$ cat config.mk
export PLATFORM = sky130hd
export DESIGN_NAME = pipe_hazard_ctrl
export DESIGN_NICKNAME = d
export VERILOG_FILES = /design/src/rtl/pipe_hazard_ctrl.sv
export SDC_FILE = /design/constraint.sdc
export NUM_CORES = 1
export LEC_CHECK = 0
export ABC_AREA = 1
export BUFFER_PORTS_ARGS = -buffer_cell sky130_fd_sc_hd__buf_4
export CAP_MARGIN = 20
export CORE_ASPECT_RATIO = 1.25
export CORE_MARGIN = 2
export CORE_UTILIZATION = 45
export DETAILED_ROUTE_END_ITERATION = 10
export PLACE_DENSITY = 0.76
export SLEW_MARGIN = 25
export SYNTH_ARGS = -nofsm -noshare
export SYNTH_HDL_FRONTEND = slang
export SYNTH_SLANG_ARGS = --single-unit
export TNS_END_PERCENT = 5
$ cat constraint.sdc
create_clock -name clk -period 1.4 [get_ports clk]
set_input_delay 0.14 -clock clk [delete_from_list [all_inputs] [get_ports clk]]
set_output_delay 0.14 -clock clk [all_outputs]
set_load 0.05 [all_outputs]
$ cat src/rtl/pipe_hazard_ctrl.sv
// pipe_hazard_ctrl: per-stage enable/flush sequencing for load-use, branch, memory-wait and trap hazards
module pipe_hazard_ctrl #(
    parameter int MEM_TIMEOUT = 16,
    parameter int TRAP_CYCLES = 2
) (
    input  logic       clk,
    input  logic       rst,
    input  logic [4:0] id_rs1,
    input  logic [4:0] id_rs2,
    input  logic       id_use_rs1,
    input  logic       id_use_rs2,
    input  logic       ex_memRead,
    input  logic [4:0] ex_Rd,
    input  logic       ex_br_taken,
    input  logic       me_mem_req,
    input  logic       me_mem_ready,
    input  logic       trap,
    output logic       pc_en,
    output logic       ifid_en,
    output logic       idex_en,
    output logic       exme_en,
    output logic       mewb_en,
    output logic       ifid_fl,
    output logic       idex_fl,
    output logic       exme_fl,
    output logic       mewb_fl,
    output logic       trap_vec_sel,
    output logic       mem_fault,
    output logic [1:0] state_o
);
    localparam int WW = $clog2(MEM_TIMEOUT) + 1;
    localparam int FW = $clog2(TRAP_CYCLES) + 1;
    localparam logic [WW-1:0] WAIT_LAST = WW'(MEM_TIMEOUT - 1);
    localparam logic [FW-1:0] FLUSH_INIT = FW'(TRAP_CYCLES - 1);

    typedef enum logic [1:0] {RUN = 2'b00, MEM_WAIT = 2'b01, TRAP_FLUSH = 2'b10} state_t;

    state_t state, state_nx;
    logic [WW-1:0] wait_cnt, wait_nx;
    logic [FW-1:0] flush_cnt, flush_nx;
    logic load_use, stall, do_trap;

    assign load_use = ex_memRead && ex_Rd != 5'd0 &&
                      ((id_use_rs1 && id_rs1 == ex_Rd) || (id_use_rs2 && id_rs2 == ex_Rd));

    always_ff @(posedge clk) begin
        if (rst) begin
            state     <= RUN;
            wait_cnt  <= '0;
            flush_cnt <= '0;
        end else begin
            state     <= state_nx;
            wait_cnt  <= wait_nx;
            flush_cnt <= flush_nx;
        end
    end

    always_comb begin
        state_nx     = state;
        wait_nx      = wait_cnt;
        flush_nx     = flush_cnt;
        stall        = 1'b0;
        do_trap      = 1'b0;
        pc_en        = 1'b1;
        ifid_en      = 1'b1;
        idex_en      = 1'b1;
        exme_en      = 1'b1;
        mewb_en      = 1'b1;
        ifid_fl      = 1'b0;
        idex_fl      = 1'b0;
        exme_fl      = 1'b0;
        mewb_fl      = 1'b0;
        trap_vec_sel = 1'b0;
        mem_fault    = 1'b0;
        state_o      = rst ? 2'b00 : state;
        case (state)
            RUN: begin
                if (trap) begin
                    do_trap = 1'b1;
                end else if (me_mem_req && !me_mem_ready) begin
                    stall    = 1'b1;
                    state_nx = MEM_WAIT;
                    wait_nx  = WW'(1);
                end else if (ex_br_taken) begin
                    ifid_fl = 1'b1;
                    idex_fl = 1'b1;
                end else if (load_use) begin
                    pc_en   = 1'b0;
                    ifid_en = 1'b0;
                    idex_fl = 1'b1;
                end
            end
            MEM_WAIT: begin
                if (trap) begin
                    do_trap = 1'b1;
                    wait_nx = '0;
                end else if (me_mem_ready) begin
                    state_nx = RUN;
                    wait_nx  = '0;
                end else if (wait_cnt == WAIT_LAST) begin
                    do_trap   = 1'b1;
                    mem_fault = 1'b1;
                    wait_nx   = '0;
                end else begin
                    stall   = 1'b1;
                    wait_nx = (&wait_cnt) ? wait_cnt : wait_cnt + WW'(1);
                end
            end
            TRAP_FLUSH: begin
                ifid_fl = 1'b1;
                idex_fl = 1'b1;
                exme_fl = 1'b1;
                mewb_fl = 1'b1;
                if (trap) do_trap = 1'b1;
                else if (flush_cnt == '0) state_nx = RUN;
                else flush_nx = flush_cnt - FW'(1);
            end
            default: state_nx = RUN;
        endcase
        if (stall) begin
            pc_en   = 1'b0;
            ifid_en = 1'b0;
            idex_en = 1'b0;
            exme_en = 1'b0;
            mewb_fl = 1'b1;
        end
        // trap and timeout share one entry path: vector PC, bubble every stage
        if (do_trap) begin
            trap_vec_sel = 1'b1;
            ifid_fl      = 1'b1;
            idex_fl      = 1'b1;
            exme_fl      = 1'b1;
            mewb_fl      = 1'b1;
            state_nx     = TRAP_FLUSH;
            flush_nx     = FLUSH_INIT;
        end
        if (rst) begin
            pc_en        = 1'b0;
            ifid_en      = 1'b1;
            idex_en      = 1'b1;
            exme_en      = 1'b1;
            mewb_en      = 1'b1;
            ifid_fl      = 1'b1;
            idex_fl      = 1'b1;
            exme_fl      = 1'b1;
            mewb_fl      = 1'b1;
            trap_vec_sel = 1'b0;
            mem_fault    = 1'b0;
        end
    end
endmodule

Word level (Yosys, flattened, before mapping)
Cells that the tools add are included.
- add/subtract/negate cells: 2
- reductions and logical operators: 20
- bitwise gates (word level): 2
- muxes and demuxes: 65
- equality and inequality tests: 20
- operator list (cell ; count):
    $mux 1 ; 45
    $mux 5 ; 6
    $ne 3x3->1 const B ; 6
    $mux 2 ; 8
    $ne 2x2->1 const B ; 7
    $reduce_and 6->1 ; 2
    $eq 5x5->1 ; 2
    $pmux 5 s2 ; 1
    $pmux 1 s2 ; 4
    $pmux 2 s3 ; 1
    $reduce_and 3->1 ; 2
    $add 5x1->5 const B ; 1
    $eq 5x4->1 const B ; 1
    $logic_and 1x1->1 ; 5
    $ne 5x5->1 const B ; 1
    $reduce_and 5->1 ; 1
    $reduce_bool 5->1 ; 1
    $logic_not 2->1 ; 2
    $reduce_and 4->1 ; 1
    $reduce_bool 2->1 ; 2
    $reduce_or 2->1 ; 2
    $eq 2x1->1 const B ; 1
    $eq 2x2->1 const B ; 1
    $ne 2x1->1 const B ; 1
    other kinds (4) ; 5
- flip-flop bits (word level): 9
- word-level logic and storage cells: 114
- input bits: 24
- output and inout port bits: 13

Depth between registers and ports, before layout
Gate-level depths: netlist of the first run.
- depth in word-level cells: 11
- mapped depth: 10
- gate-level depth less buffers: 10

Least setup slack after synthesis of the first run
OpenSTA, ideal clock, no wires.
- path kind: register -> output
- from: reg wait_cnt[0]
- to: out mem_fault
- cell stages (with the launch flop): 6
- setup slack: -636 ps
- buffers on the path: 0
- required time: 1260 ps
- arrival: 1896 ps
- cells stage by stage: dfxtp_1 ha_1 nand2_1 nor2_2 nand2_1 nor3_1
- cells in the longest elaborated chain, start to end: 6
- RTL lines (element ; RTL line ; source):
    start, declared ; 39 ; logic [WW-1:0] wait_cnt, wait_nx;
    start signal, assigned ; 53 ; wait_cnt <= wait_nx;
    $eq 5x4->1 ; 100 ; end else if (wait_cnt == WAIT_LAST) begin
    $mux 1 ; 100 ;
    $mux 1 ; 97 ; end else if (me_mem_ready) begin
    $mux 1 ; 94 ; if (trap) begin
    $mux 1 ; 76 ; case (state)
    $mux 1 ; 137 ; if (rst) begin
    end, declared ; 28 ; output logic mem_fault,
No other way between the ends.

Worst setup path after layout of the first run
- from: reg wait_cnt[0]
- to: out mewb_fl
- cells in the longest elaborated chain, start to end: 8
- RTL lines (element ; RTL line ; source):
    $eq 5x4->1 * ; 100 ;
    $mux 1 ; 100 ;
    $mux 1 ; 97 ;
    $mux 1 ; 94 ;
    $pmux 1 s2 ; 76 ;
    $mux 1 ; 120 ; if (stall) begin
    $mux 1 * ; 128 ; if (do_trap) begin
    $mux 1 * ; 137 ;
    end, declared ; 26 ; output logic mewb_fl,
Every way passes the cells marked *; elsewhere a longest branch is shown, timed or not.

==> flow_summary.toml, run 1 <==
[grt]
busiest_layer = "met2"
grt_max_degree = 12
met2_usage_pct = 53.79
antenna_found_initial = 0
gr-usage-met1_pct = 31.88
gr-usage-met3_pct = 3.793
grt_pass1_vias = 1146
grt_usage_pct = 28.08
overflow = 0
grt_pass1_wl_um = 4795

[place]
placement.io_buffers = 35
place_hpwl_um = 1850
dp_slack_ns = -0.2100
gp_congestion = 0.8436

[sta]
min_period_over_period_pct = 130.6
min_period_ns = 1.828
final.setup_skew_ns = 0.01304
finalSetupViolations = 18
setup_ws_ns = -0.4285
whs_ns = 0.1458
slew_viol_final = 0
fmax_mhz = 546.9
grt_setup_unrepaired = "yes"
timing.setup.tns_ns = -5.474
hold_violations = 0

[min_path]
hp-class = "in2reg"
whs_path_depth = 2

[setup_path]
critical_path.cell_chain = "ha_4 > nand2_4 > nor2_4 > nand2_2 > o21ai_2 > o21ai_4 > nand2_2 > nor2_4 > nand2_2 > buf_8"
crit_path_end_kind = "output pin"
cp_common_cell = "nand2_2"
ff2ff_path_depth = 13
cp.arrival_ns = 1.69
critPathMaxStageDelay_ns = 0.37
critPathMaxFanout = 4
critPathKind = "reg2out"
crit_path_start_kind = "flip-flop"
cp_slowest_cell = "dfxtp_2"
worstPathRequired_ns = 1.26

[flow_run]
drv_cap = 0

[pwr]
finalPower_mw = 0.8538
power_density_nw_per_um2 = 558.4
leakagePower_nw = 0.7908
peakVddDrop_v = 0.0004809

[drt]
ant_nets = 0
firstDrtPassIters = 6
routed-via-count = 1197
vias_per_cell = 5.137
routed_wl_um = 3319
drc_errors = 0
avgRoutedWirePerCell_um = 14.24
drt_iter0_drc = 51

[clocking]
clock-sinks = 9
root_buffer = "clkbuf_4"
clk_latency_ns = 0.27
h-tree-depth = 1
numCtsBuffers = 3
cts_buffer_depth = 2
cts_tree = "yes"
clkTransAtPathRegs_ns = 0.08

[synth]
netlist_instances = 150
syn_nets = 176
yosysSeqAreaShare_pct = 21.15
yosys_register_bits = 9
ys_warn_count = 0
synth_area_per_cell_um2 = 5.680
ys_types = 26
synth_edf_count = 0
syn_area_um2 = 852.1
synthArstFlopShare_pct = 0
synth-main-ff-cell = "dfxtp_1"

[floorplan]
fp-row-count = 17
die_area_um2 = 2260
die_w_um = 42.92
core_area_um2 = 1765
initial_utilization_pct = 48.26
die_h_um = 52.65
io-pin-count = 37

[status]
status = "complete, but fails checks"
failed_checks = "negative setup slack"

[cells_and_area]
layout_commonest_cell = "buf_4"
final_cell_mix = "54 x buf_4, 38 x nand2_1, 22 x inv_1"
final_util_pct = 86.61
insertedDiodeCount = 0
area_growth_pct = 79.44
drive_gt1_share_pct = 50.47
nets = 241
## final cells by class
cell class,count,area (um^2)
Inverter,29,115.1
Tap cell,19,23.77
Sequential cell,9,187.7
Fill cell,99,236.5
Timing Repair Buffer,63,521.8
Clock buffer,4,26.28
Multi-Input combinational cell,109,654.4
## power by group
group / internal (mW) / leakage (nW) / switching [mW] / total, mW
logic: 0.153 / 0.701 / 0.214 / 0.367
registers: 0.263 / 0.0753 / 0.00916 / 0.272
clock network: 0.110 / 0.0150 / 0.104 / 0.214
## synthesized netlist by cell type, types with 3 or more instances
cell / n / area (um^2)
nand4_1: 3 / 18.77
nand2_2: 3 / 18.77
nor2_2: 4 / 25.02
o21ai_2: 4 / 35.03
inv_1: 26 / 97.59
a21oi_1: 5 / 25.02
dfxtp_1: 9 / 180.2
nand2_1: 42 / 157.7
inv_2: 3 / 11.26
nor3_1: 3 / 15.01
nand3_1: 8 / 40.04
nor2_1: 21 / 78.83
## worst max-delay path: cells and delay by family, from the launching register on
family                     cells  cell delay, ns
buffers and inverters          1            0.14
AOI/OAI and AO/OA              2            0.27
and+or+nand+nor                6            0.49
adders and majority gates      1            0.16
DFF                            1            0.37
## flip-flops by register name, indices dropped and copies added (netlist names)
| register | count |
|---|---|
| flush_cnt | 2 |
| state | 2 |
| wait_cnt | 5 |
## cell families (layout without fill, tap and decap cells)
| family | after synthesis | in the layout | share of synthesized area, % |
|---|---|---|---|
| AO/OA/AOI/OAI | 15 | 15 | 11.75 |
| XOR/XNOR | 2 | 2 | 2.056 |
| adder cells (fa/ha/maj) | 2 | 2 | 2.936 |
| buffers and inverters | 32 | 96 | 14.98 |
| flip-flops | 9 | 9 | 21.15 |
| other | 1 | 1 | 0.4401 |
| AND/OR/NAND/NOR | 89 | 89 | 46.70 |
## worst paths after layout
check	start	endpoint	slack, ns
setup reg to reg	wait_cnt[0]	flush_cnt[1]	-0.38
hold reg to reg	flush_cnt[1]	flush_cnt[1]	0.46
hold / removal	rst	flush_cnt[0]	0.15
setup / recovery	wait_cnt[0]	mewb_fl	-0.43
## per-stage QoR
step	std cells	cell area, um^2
after floorplan	150	892.1
after global placement	218	1280
after detailed placement	218	1280
after CTS	231	1454
after global routing	233	1529
final	233	1529
## layer usage
| layer | up-vias | part of all wire [%] |
|---|---|---|
| met3 | 20 | 6.7 |
| met5 | - | 0 |
| met1 | 523 | 35 |
| met2 | 70 | 53 |
| met4 | 0 | 5.0 |
| li1 | 584 | - |
## what timing repair did
action | 4_1_cts | 5_1_grt
endpoints found under the setup margin | 13 | 19
gates resized for setup | 22 | 15
pin swaps | 7 | 4
buffers inserted | 9 | 2
cloned | 0 | 0
hold buffers | 0 | 0
Note: power is estimated with default switching activity, not from simulation.
==> run 2, diff against run 1 <==
==> constraint.sdc (replaced) <==
create_clock -name clk -period 1.4 [get_ports clk]
set_input_delay 0 -clock clk [delete_from_list [all_inputs] [get_ports clk]]
set_output_delay 0 -clock clk [all_outputs]
set_load 0.05 [all_outputs]
==> run 2 against run 1 <==
The run still ends with negative setup slack left. Largest cell class unchanged. Via count is 5.4% lower. Worst setup slack improved by 0.13 ns. Sequential share of layout area increased by 0.90 points.
==> flow_summary.toml, run 2 (synthesis gave the netlist of run 1 again) <==
[status]
status = "complete, but fails checks"
failed_checks = "negative setup slack"

[cells_and_area]
top_regs = "wait_cnt (5), flush_cnt (2), state (2)"
drive_gt1_share_pct = 45.23
final_cell_mix = "38 x nand2_1, 38 x buf_4, 22 x inv_1"
insertedDiodeCount = 0
design_area_um2 = 1415
nets = 226
final_util_pct = 80.16
largest_reg_flops = 5
instances_no_fill = 218
area_growth_pct = 66.08
regMostFlops = "wait_cnt"

[grt]
grt_pass1_wl_um = 4140
overflow = 0
grt_max_degree = 12
antenna_found_initial = 0
grt_pass1_vias = 1037
grt_usage_pct = 24.71

[min_path]
whs_path_depth = 2
hp-class = "in2reg"
whs_endpoint = "state[0]"
hp-start = "rst"

[place]
dp_cells = 207
dp_slack_ns = -0.05782
placed_cell_area_um2 = 1197
placement.io_buffers = 35
place_hpwl_um = 1835
gp_congestion = 0.9845

[pwr]
peakVddDrop_v = 0.0003737
p_clk_share_pct = 25.8
p_comb_share_pct = 41.5
seqPwrFrac_pct = 32.8
power_density_nw_per_um2 = 585.0
intPower_mw = 0.5129
leakagePower_nw = 0.7165
switching_share_pct = 38.04
power.switching_mw = 0.3149

[clocking]
cts_buffer_depth = 2
cts_tree = "yes"
clk_latency_ns = 0.27
clkTransAtPathRegs_ns = 0.07
numCtsBuffers = 3
cts-hold-fix-buffers = 0
clock-sinks = 9
root_buffer = "clkbuf_4"
h-tree-depth = 1

[sta]
min_period_over_period_pct = 121.4
timing.setup.tns_ns = -3.110
fmax_mhz = 588.2
hold_violations = 0
setup_ws_ns = -0.3001
min_period_ns = 1.700
finalSetupViolations = 13
final.setup_skew_ns = 0.002961
grt_setup_unrepaired = "yes"
slew_viol_final = 0

[floorplan]
die_h_um = 52.65
initial_utilization_pct = 48.26
core_area_um2 = 1765
fp-row-count = 17
io-pin-count = 37
die_w_um = 42.92
die_area_um2 = 2260

[drt]
firstDrtPassIters = 4
drt_iter0_drc = 25
routed_wl_um = 2899
drc_errors = 0
routed-via-count = 1132
ant_nets = 0
avgRoutedWirePerCell_um = 13.30
vias_per_cell = 5.193

[setup_path]
r2r_start = "wait_cnt[0]"
ff2ff_path_depth = 12
r2r_slack_ns = -0.29
worstPathRequired_ns = 1.40
critPathMaxFanout = 4
cp.arrival_ns = 1.70
reg2reg_to = "flush_cnt[1]"
critPathKind = "reg2out"
crit_path_start_kind = "flip-flop"
crit_path_end_kind = "output pin"

[flow_run]
drv_cap = 0
-- run 2: per-stage QoR --
stage / hold WS (ns) / total power, mW
floorplan: 0.1842 / 0.4557
global placement: 0.2826 / 0.5542
detailed placement: 0.2886 / 0.5599
CTS: 0.01462 / 0.7923
global route: 0.02076 / 0.8714
finish: 0.03419 / 0.8278
-- run 2: metal layers --
metal / share of wire (%) / global-route usage (%) / vias up
met5: 0 / 0 / -
met4: 3.7 / 14.58 / 0
met3: 4.3 / 3.103 / 10
met2: 55 / 47.22 / 46
met1: 37 / 25.05 / 522
li1: - / - / 554
-- run 2: critical path: stages, from the launching register on --
cell     delay (ns)
dfxtp_2        0.35
ha_4           0.15
nand2_4        0.05
nor2_4         0.11
nand2_2        0.09
o21ai_4        0.17
o21ai_4        0.11
nand2_2        0.11
nor2_4         0.05
nand2_2        0.08
buf_6          0.16
-- run 2: power by group through the flow --
| stage | clock network, mW | logic [mW] | registers [mW] |
|---|---|---|---|
| floorplan | 0 | 0.182 | 0.274 |
| global placement | 0 | 0.280 | 0.274 |
| detailed placement | 0 | 0.285 | 0.275 |
| CTS | 0.206 | 0.316 | 0.271 |
| global route | 0.232 | 0.368 | 0.272 |
| finish | 0.213 | 0.343 | 0.271 |
-- run 2: how the worst max path moves through the flow --
stage,endpoint,cells past startpoint,from
after floorplan,mewb_fl,9,wait_cnt[0]
after global placement,pc_en,9,wait_cnt[0]
after detailed placement,mewb_fl,10,wait_cnt[0]
after CTS,mewb_fl,10,wait_cnt[1]
after global routing,mewb_fl,10,wait_cnt[0]
final,mewb_fl,10,wait_cnt[0]
-- run 2: timing repair --
action	CTS	global route
pin swaps	6	3
setup endpoints to repair	11	15
resized for setup	26	9
setup buffers	5	2
-- run 2: area by class of cell --
type	count	area, um^2
sequential	9	186.4
fill	139	350.3
timing repair buffer	48	409.1
inverter	29	112.6
multi-input combinational	109	656.9
clock buffer	4	26.28
tap	19	23.77
==> run 3, diff against run 2 <==
--- a/config.mk
+++ b/config.mk
@@ -10,9 +10,9 @@
 export CAP_MARGIN = 20
 export CORE_ASPECT_RATIO = 1.25
 export CORE_MARGIN = 2
-export CORE_UTILIZATION = 45
+export CORE_UTILIZATION = 46
 export DETAILED_ROUTE_END_ITERATION = 10
-export PLACE_DENSITY = 0.76
+export PLACE_DENSITY = 0.78
 export SLEW_MARGIN = 25
 export SYNTH_ARGS = -nofsm -noshare
 export SYNTH_HDL_FRONTEND = slang
==> run 3 against run 2 <==
The run still ends with negative setup slack left. Largest cell class unchanged. Wire length is 11% lower. Power is 2.3% lower. Combinational power is 7.6% lower. Clock power is 4% higher. Non-clock buffer count is 1 higher.
==> flow_summary.toml, run 3 (synthesis gave the netlist of run 1 again) <==
[status]
status = "complete, but fails checks"
failed_checks = "negative setup slack"

[cells_and_area]
drive_gt1_share_pct = 44.50
area_growth_pct = 64.61
layout_commonest_cell = "nand2_1"
final_cell_mix = "38 x nand2_1, 37 x buf_4, 23 x inv_1"
nFillCells = 123
nets = 227
insertedDiodeCount = 0
regMostFlops = "wait_cnt"
top_regs = "wait_cnt (5), flush_cnt (2), state (2)"
design_area_um2 = 1403
largest_reg_flops = 5
seq_area_um2 = 186.4
multi_input_area_um2 = 629.4

[sta]
hold_violations = 0
min_period_over_period_pct = 122.4
final.setup_skew_ns = 0.003270
fmax_mhz = 583.5
setup_ws_ns = -0.3137
slew_viol_final = 0
timing.setup.tns_ns = -3.234
grt_setup_unrepaired = "yes"
min_period_ns = 1.714
finalSetupViolations = 16

[clocking]
clkTransAtPathRegs_ns = 0.07
h-tree-depth = 1
root_buffer = "clkbuf_4"
cts_tree = "yes"
cts_buffer_depth = 2
numCtsBuffers = 3
clk_latency_ns = 0.28
cts-hold-fix-buffers = 0
clock-sinks = 9

[setup_path]
ff2ff_path_depth = 12
cp.arrival_ns = 1.71
cp_common_cell = "nor2_2"
crit_path_start_kind = "flip-flop"
cp_slowest_cell = "dfxtp_4"
reg2reg_to = "wait_cnt[3]"
r2r_slack_ns = -0.18
critPathMaxFanout = 5
critical_path.cell_chain = "nand2_2 > nor3_4 > inv_1 > a21oi_2 > nor2_2 > nor2_2 > clkinvlp_4 > buf_6"
critPathMaxStageDelay_ns = 0.38
critPathKind = "reg2out"
r2r_start = "wait_cnt[0]"
crit_path_end_kind = "output pin"
worstPathRequired_ns = 1.40

[drt]
vias_per_cell = 5.055
routed_wl_um = 2577
drt_iter0_drc = 32
drc_errors = 0
avgRoutedWirePerCell_um = 11.77
ant_nets = 0
routed-via-count = 1107
firstDrtPassIters = 4

[grt]
overflow = 0
met2_usage_pct = 45.90
busiest_layer = "met2"
gr-usage-met1_pct = 27.00
gr-usage-met3_pct = 4.167
grt_pass1_wl_um = 4064
grt_pass1_vias = 963
grt_max_degree = 12
antenna_found_initial = 0
grt_usage_pct = 24.44

[pwr]
finalPower_mw = 0.8091
peakVddDrop_v = 0.0004081
power_density_nw_per_um2 = 576.9
leakagePower_nw = 0.7207

[min_path]
hp-class = "in2reg"
whs_endpoint = "wait_cnt[2]"
whs_path_depth = 2
hp-start = "rst"

[place]
placement.io_buffers = 35
place_hpwl_um = 1744
gp_congestion = 0.8962
placed_cell_area_um2 = 1220
dp_slack_ns = -0.04961

[floorplan]
die_w_um = 42.50
core_area_um2 = 1765
io-pin-count = 37
initial_utilization_pct = 48.26
fp-row-count = 17
die_h_um = 52.12
die_area_um2 = 2215

[flow_run]
drv_cap = 0
-- run 3: changes by cell type in the layout (fill, tap and decap cells not counted), sizes merged --
cell  previous run  this run
buf             48        49
-- run 3: layout make-up --
type,count,share of cell area (%)
clock buffers,4,1.873
inverters,29,8.029
multi-input cells,109,44.87
flip-flops and latches,9,13.29
well taps,19,1.695
repair buffers,49,30.24
-- run 3: per-stage QoR --
step	hold slack (ns)	utilization [%]	cells
4_1_cts	0.006106	77.32	219
2_1_floorplan	0.1842	-	150
5_1_grt	0.03148	79.45	219
3_5_place_dp	0.2937	69.10	210
6_report	0.01204	79.45	219
3_3_place_gp	0.2934	69.10	210
-- run 3: worst max-delay path, delay by kind of cell, from the launching register on --
| family | cells | cell delay [ns] |
|---|---|---|
| flip-flops | 1 | 0.38 |
| buffers and inverters | 3 | 0.37 |
| AND/OR/NAND/NOR | 4 | 0.50 |
| AO/OA/AOI/OAI | 1 | 0.18 |
-- run 3: power by group --
part           internal [mW]  switching (mW)  leakage, nW  total (mW)
combinational          0.128           0.189        0.631       0.317
clock                  0.111           0.111       0.0150       0.221
sequential             0.263         0.00809       0.0750       0.271
total                  0.501           0.308        0.721       0.809
-- run 3: layer usage --
layer | wire length [um] | vias to the layer above
met5 | 0 | -
met4 | 84 | 0
met3 | 130 | 9
met2 | 1365 | 44
met1 | 996 | 495
li1 | - | 559
-- run 3: timing repair --
item / 4_1_cts / 5_1_grt
endpoints found under the setup margin: 11 / 18
endpoints found under the hold margin: 0 / 0
gates resized for setup: 21 / 11
pin swaps: 8 / 9
buffers inserted: 5 / 1
-- run 3: worst max path at each step --
stage / from / end / cells past startpoint
after floorplan: wait_cnt[0] / mewb_fl / 9
after global placement: wait_cnt[0] / mewb_fl / 10
after detailed placement: wait_cnt[0] / mewb_fl / 10
after CTS: wait_cnt[1] / mewb_fl / 10
after global routing: state[0] / idex_en / 8
final: state[0] / exme_en / 8
